## config.mk

```make
export PLATFORM = sky130hd
export DESIGN_NAME = kernel_unmapper_serializer
export DESIGN_NICKNAME = d
export VERILOG_FILES = /design/src/rtl/kernel_unmapper_serializer.sv
export SDC_FILE = /design/constraint.sdc
export NUM_CORES = 1
export LEC_CHECK = 0
export ABC_AREA = 1
export CAP_MARGIN = 20
export CORE_AREA = 2 2 228 230
export DETAILED_ROUTE_END_ITERATION = 8
export DIE_AREA = 0 0 230 232
export GPL_TIMING_DRIVEN = 1
export PLACE_DENSITY = 0.72
export SLEW_MARGIN = 20
export SYNTH_ARGS = -nofsm -noshare
export SYNTH_HDL_FRONTEND = slang
export SYNTH_SLANG_ARGS = --single-unit
```

## constraint.sdc

```tcl
create_clock -name i_clk -period 2.4 [get_ports i_clk]
set_clock_uncertainty 0.05 [all_clocks]
set_input_delay 0.48 -clock i_clk [delete_from_list [all_inputs] [get_ports i_clk]]
set_output_delay 0.48 -clock i_clk [all_outputs]
set_load 0.005 [all_outputs]
```

## src/rtl/kernel_unmapper_serializer.sv

```systemverilog
// Kernel unmapper / serializer: restores original pixel order of a
// remapped 64-pixel kernel and streams it out in valid/ready beats.
module kernel_unmapper_serializer #(
    parameter int DATA_WIDTH       = 8,
    parameter int IMAGE_KERNEL_12K = 64,
    parameter int BEAT_PIXELS      = 8
) (
    input  logic                                          i_clk,
    input  logic                                          i_aresetn,
    input  logic [0:IMAGE_KERNEL_12K-1][DATA_WIDTH-1:0]   i_kernel_remapped,
    input  logic                                          i_kernel_valid,
    input  logic                                          i_kernel_is_odd,
    output logic                                          o_kernel_ready,
    output logic [BEAT_PIXELS*DATA_WIDTH-1:0]             o_tdata,
    output logic                                          o_tvalid,
    output logic                                          o_tlast,
    input  logic                                          i_tready
);

    localparam int NBEATS = IMAGE_KERNEL_12K / BEAT_PIXELS;
    localparam int CW     = (NBEATS > 1) ? $clog2(NBEATS) : 1;
    localparam int BW     = BEAT_PIXELS * DATA_WIDTH;
    localparam logic [CW-1:0] LAST_BEAT = CW'(NBEATS - 1);

    typedef enum logic {S_IDLE, S_SEND} state_t;

    state_t                                      r_state;
    logic [0:IMAGE_KERNEL_12K-1][DATA_WIDTH-1:0] r_buf;
    logic [CW-1:0]                               r_cnt;
    logic                                        r_ready;
    logic                                        r_tvalid;
    logic                                        r_tlast;
    logic [BW-1:0]                               r_tdata;

    logic [0:IMAGE_KERNEL_12K-1][DATA_WIDTH-1:0] w_orig;
    logic [BW-1:0]                               w_beat0;
    logic [BW-1:0]                               w_beat_next;
    logic [CW-1:0]                               w_next_cnt;

    // Remapped position of original pixel n: {i, j, k} reversed, inverted in odd mode
    function automatic logic [5:0] remap_idx(input logic [5:0] n,
                                             input logic       odd);
        logic [5:0] m;
        m = {n[1:0], n[4:2], n[5]};
        return odd ? ~m : m;
    endfunction

    assign w_next_cnt = r_cnt + 1'b1;

    // Undo the remap permutation on the presented kernel
    always_comb begin
        w_orig = '0;
        for (int n = 0; n < 64; n++) begin
            w_orig[6'(n)] = i_kernel_remapped[remap_idx(6'(n), i_kernel_is_odd)];
        end
    end

    // Beat 0 from the incoming kernel and the following beat from the buffer
    always_comb begin
        w_beat0     = '0;
        w_beat_next = '0;
        for (int p = 0; p < BEAT_PIXELS; p++) begin
            w_beat0[p*DATA_WIDTH +: DATA_WIDTH] = w_orig[6'(p)];
            w_beat_next[p*DATA_WIDTH +: DATA_WIDTH] =
                r_buf[6'(int'(w_next_cnt) * BEAT_PIXELS + p)];
        end
    end

    // Accept/send state machine with registered stream outputs
    always_ff @(posedge i_clk or negedge i_aresetn) begin
        if (!i_aresetn) begin
            r_state  <= S_IDLE;
            r_buf    <= '0;
            r_cnt    <= '0;
            r_ready  <= 1'b0;
            r_tvalid <= 1'b0;
            r_tlast  <= 1'b0;
            r_tdata  <= '0;
        end else begin
            unique case (r_state)
                S_IDLE: begin
                    if (i_kernel_valid && r_ready) begin
                        r_buf    <= w_orig;
                        r_cnt    <= '0;
                        r_ready  <= 1'b0;
                        r_tvalid <= 1'b1;
                        r_tdata  <= w_beat0;
                        r_tlast  <= (NBEATS == 1);
                        r_state  <= S_SEND;
                    end else begin
                        r_ready  <= 1'b1;
                    end
                end
                S_SEND: begin
                    if (r_tvalid && i_tready) begin
                        if (r_cnt == LAST_BEAT) begin
                            r_tvalid <= 1'b0;
                            r_tlast  <= 1'b0;
                            r_ready  <= 1'b1;
                            r_state  <= S_IDLE;
                        end else begin
                            r_cnt    <= w_next_cnt;
                            r_tdata  <= w_beat_next;
                            r_tlast  <= (w_next_cnt == LAST_BEAT);
                        end
                    end
                end
                default: r_state <= S_IDLE;
            endcase
        end
    end

    assign o_kernel_ready = r_ready;
    assign o_tvalid       = r_tvalid;
    assign o_tlast        = r_tlast;
    assign o_tdata        = r_tdata;

endmodule

```

---- Word level (Yosys, flattened, before mapping) ----
Cells that the tools add are included.
word-level totals
  bits in registers ....................... 327
  output and inout bits ................... 67
  word-level logic and storage cells ...... 316
cells by class
  add/subtract/negate cells ............... 8
  magnitude comparators ................... 40
  equality and inequality tests ........... 6
  multiplexer cells ....................... 176
  bitwise gates (word level) .............. 41
  reductions and logical operators ........ 7
operators by type and width
  kind                 count
  $bmux 8 s6           40
  $mux 8               80
  $ge 7x7->1 const B   32
  $not 6->7            32
  $mux 6               32
  $mux 64              3
  $pmux 64 s2          1
  $ge 6x7->1 const B   8
  $not 6->6            8
  $add 6x3->6 const B  4
  $add 6x2->6 const B  2
  $mux 1               12
  $mux 3               3
  $pmux 1 s2           4
  $add 6x1->6 const B  1
  $eq 3x3->1 const B   2
  $pmux 3 s2           1
  $reduce_and 2->1     3
  $reduce_and 3->1     2
  $ne 2x1->1 const B   2
  $ne 2x2->1 const B   2
  $add 3x1->3 const B  1
  $logic_and 1x1->1    2
  $not 1->1            1

---- Longest topological paths before layout ----
  depth after elaboration ................. 9
  depth in mapped cells ................... 11
  mapped depth without buffers ............ 7

---- Worst setup path after synthesis ----
No wires, ideal clock.
  kind .................................... register to register
  start ................................... register r_cnt[0]
  end ..................................... register r_tdata[10], in the netlist o_tdata[10]
  data arrival time ....................... 1.950 ns
  data required time ...................... 2.273 ns
  path slack .............................. 0.322 ns
  cell stages (with the launch flop) ...... 12
  path buffers ............................ 4
  period minus slack after synthesis ...... 2.078 ns
  path through ............................ dfrtp_1 clkinv_1 buf_2 buf_2 ha_1 inv_1 buf_2 clkbuf_1 nand3_1 nand2_1 nand2_1 a21oi_1
on the way
  cells in the longest elaborated chain, start to end .. 9
  elaborated cells on any way between the ends .. 12
  those cells by class .................... add/sub (2); eq/ne (2); mux (6); bitwise (1); reduce/logical (1)
ends and longest elaborated chain
  what                                        line  text
  start, declared                             29    logic [CW-1:0] r_cnt;
  start signal, assigned                      102   r_cnt <= w_next_cnt;
  $add 3x1->3                                 48    assign w_next_cnt = r_cnt + 1'b1;
  $add 6x1->6                                 65    r_buf[6'(int'(w_next_cnt) * BEAT_PIXELS + p)];
  $not 6->6 (implied by the code)             65
  $bmux 8 s6                                  65
  $mux 8 (implied by the code) (2 in series)  65
  $mux 64                                     96    if (r_cnt == LAST_BEAT) begin
  $mux 64                                     95    if (r_tvalid && i_tready) begin
  $pmux 64 s2                                 80    unique case (r_state)
  end signal, assigned                        87    r_tdata <= w_beat0;
  end signal, assigned                        103   r_tdata <= w_beat_next;
  end, declared                               33    logic [BW-1:0] r_tdata;
Parallel ways exist; a longest one is shown, timed or not. The select of a mux whose other input is x is not followed.
A chain may end at the register's enable or synchronous reset.

---- Worst setup path after layout ----
  start ................................... register r_ready, in the netlist o_kernel_ready
  end ..................................... output port o_kernel_ready
RTL lines
  what                    line  text
  start, declared         30    logic r_ready;
  start signal, assigned  75    r_ready <= 1'b0;
  start signal, assigned  85    r_ready <= 1'b0;
  start signal, assigned  91    r_ready <= 1'b1;
  end, declared           13    output logic o_kernel_ready,
No word-level cell between the ends.

==> summary.md <==
| Metric | Value |
|---|---|
| Max stage delay on crit path | around 0.6 ns |
| Vias post-DR | 19219 |
| H-tree depth | 2 |
| Startpoint Class | flip-flop |
| Clk_lat worst skew | 0.54 ns |
| Routability cong. | 0.856 |
| Asr flop ratio synth | 100% |
| Setup WS pre-CTS | 0.228 ns |
| Reg-to-Reg Start | r_cnt[0]$_DFFE_PN0P_ |
| Worst-path clk slew | about 0.06 ns |
| Total die area | roughly 0.053 sq mm |
| Main area contributors after synthesis | dfrtp_1, nand2_1, inv_1 |
| Register area | 0.00819 sq mm |
| Total CTS buffers | 40 |
| Setup-failing EPs final | 0 |
| CTS resizes | 0 |
| Synthesized area | approximately 0.019 sq mm |
| Chip width | about 230 um |
| HP Class | input pin to async pin |
| Largest net degree at the start of global routing | between 100 and 150 |
| Placed Cells | 4056 |
| Site row count | just over 80 |
| Slowest CP cell | clkdlybuf4s50_1 |
| Final hold violation count | 0 |
| Number of global-route vias before repair | 18562 |
| Syn nets | 3439 |
| DR WL/cell | ~15 um |
| Fin crit share | 88.6% |
| Kind of critical path | flip-flop to output pin |
| Setup ws final | 0.275 ns |
| Post-synth EDFFs | 0 |
| Post-Layout Cell Count | just over 4000 |
| Critical path buffer and inverter count | 1 |
| Yosys top cell area share | 42.9% |
| Core footprint | approximately 0.051 sq mm |
| Root Buffer | clkbuf_16 |
| Worst Setup SP | o_kernel_ready$_DFFE_PN0P_ |
| Ratio of cells with drive above 1 in the final layout | under 10% |
| Die Y | about 230 um |
| Syn_area_per_cell | 6.53 sq um |
| Core Util, Final | 53.0% |
| Prevailing post-synth register cell | dfrtp_1 |
| Arr. time, crit path | approximately 1.6 ns |
| F_max | 470 MHz |
| Total Power | 13300 uW |
| Initial Util | between 30% and 40% |
| Synth warn | 0 |
| Max cap viols | 0 |
| Drt pass-1 iters | 6 |
| Max-slew headroom at the worst pin | 39.4% |
| Syn-to-layout area delta | 41.4% |
| Setup crit end kind | output pin |
| Post-Route WL | approximately 62000 um |
| Total grt overflow | 0 |
| Drc violations | 0 |
| Top-count cell post-synth | nand2_1 |
| Max-slew violations | 0 |
| Vias per Instance | 4.65 |
| Yosys reg bits | 327 |
| Status | finished clean |
| Cells after Synth | 2919 |
| Max rail drop VDD | 0.000401 V |
| Clk buf depth | 3 |
| Tot GR Track Use | a little under a quarter |
| Largest area contributor in the netlist | dfrtp_1 |
| Clock Sinks | between 300 and 400 |
| Antenna Nets Post-Route | 0 |
| I/O pins | 584 |
| Required @ worst endpoint | 1.87 ns |
| Cell family with most CP delay | buffers and inverters |
| Seq/Total Area, Yosys | 42.9% |
| Final min period | 2.13 ns |
| 1st-iter DRT viols | ~1300 |
| Cell breakdown of the critical path | clkdlybuf4s50_1 |
| Initial antenna violation count | 1 |
| Crit Path Max Fanout | 4 |
| RSZ-0062 raised after global routing | false |
| Post-layout net count | between 3000 and 4000 |
| P per Cell Area | 495 mW/mm^2 |
| Worst-Margin Slew | 0.909 ns |
| LEAKAGE | 0.0139 uW |
| Number of I/O port buffers | 583 |
| Fillcell total | 4978 |
| DP Wirelength | approximately 44000 um |
| Multi-input gate area | ~0.008 sq mm |
| Cell variety after synth | 23 |
| First-pass GRT wire length | slightly below 100000 um |
| Most frequent cells after synthesis | nand2_1, inv_1, dfrtp_1, nor2_1, a31oi_1 |
| CTS tree | yes |
| Post-route setup TNS | 0 ns |
layout make-up:
| cell class | instances | area share [%] |
|---|---|---|
| Sequential cell | 327 | 30.4 |
| Multi-Input combinational cell | 1889 | 29.6 |
| Timing Repair Buffer | 641 | 24.4 |
| Inverter | 520 | 7.34 |
| Clock buffer | 57 | 4.44 |
| Tap cell | 680 | 3.16 |
| Clock inverter | 14 | 0.678 |
| Antenna cell | 1 | 0.00929 |
final timing paths:
kind	endpoint	slack (ns)	depth (start not counted)
worst max-delay path	o_kernel_ready	0.27	1
worst min-delay path	r_buf[398]$_DFFE_PN0P_	0.31	2
worst max register to register	o_tdata[25]$_DFFE_PN0P_	0.31	7
worst min register to register	r_buf[467]$_DFFE_PN0P_	0.43	2
max in group asynchronous	o_tdata[22]$_DFFE_PN0P_	1.14	4
min in group i_clk	r_buf[299]$_DFFE_PN0P_	0.35	3
registers in the layout, summed over array words and instances, names as in the netlist:
register        cells
o_kernel_ready      1
o_tdata            64
o_tlast             1
o_tvalid            1
r_buf             256
r_cnt               3
r_state             1
per-stage QoR:
step,hold WS (ns),area (sq um)
global route,0.306,26900
finish,0.314,26900
floorplan,0.134,19100
detailed placement,0.278,25600
CTS,0.279,26900
global placement,0.278,25600
routing by layer:
layer	vias up	share of wire (%)	global-route usage (%)
li1	9801	-	-
met1	8764	43	29.4
met2	563	48	39.6
met3	91	6.0	3.78
met4	0	2.9	7.96
met5	-	0	0
power breakdown:
group / internal (uW) / switching, uW
clock network: 3890 / 2410
logic: 902 / 616
registers: 5510 / 0
cells in the final DEF (no fill, tap or decap):
| cell type | synthesis | layout |
|---|---|---|
| clkinvlp_4 | 0 | 5 |
| nand3_1 | 131 | 131 |
| dfrtp_4 | 0 | 2 |
| nor2_1 | 320 | 320 |
| clkdlybuf4s50_1 | 0 | 581 |
| ha_1 | 3 | 2 |
| clkinv_2 | 0 | 6 |
| dfrtp_1 | 327 | 325 |
| nor2_4 | 0 | 1 |
| buf_4 | 5 | 34 |
| nand3_4 | 1 | 2 |
| nand2_1 | 1105 | 1105 |
| diode_2 | 0 | 1 |
| bufinv_16 | 0 | 4 |
| inv_8 | 0 | 1 |
| clkbuf_16 | 0 | 41 |
| a21oi_1 | 67 | 67 |
| inv_4 | 2 | 2 |
| clkbuf_1 | 58 | 5 |
| clkinv_8 | 0 | 1 |
| o21ai_1 | 2 | 2 |
| buf_8 | 1 | 1 |
| inv_1 | 515 | 514 |
| ha_4 | 0 | 1 |
| buf_12 | 0 | 23 |
| a31oi_1 | 192 | 192 |
| clkbuf_8 | 0 | 12 |
| dlygate4sd3_1 | 0 | 1 |
| o21ai_0 | 66 | 66 |
| inv_2 | 2 | 1 |
cell families after synthesis:
kind of cell             after synthesis  share of synthesized area [%]
AND/OR/NAND/NOR                     1559                           31.7
AO/OA/AOI/OAI                        327                           9.85
flip-flops                           327                           42.9
adder cells (fa/ha/maj)                3                          0.197
buffers and inverters                703                           15.3
timing repair:
item,in CTS,in global routing
setup buffers,0,0
hold buffers,1,0
hold endpoints to repair,48,0
(Power assumes the default switching activity.)
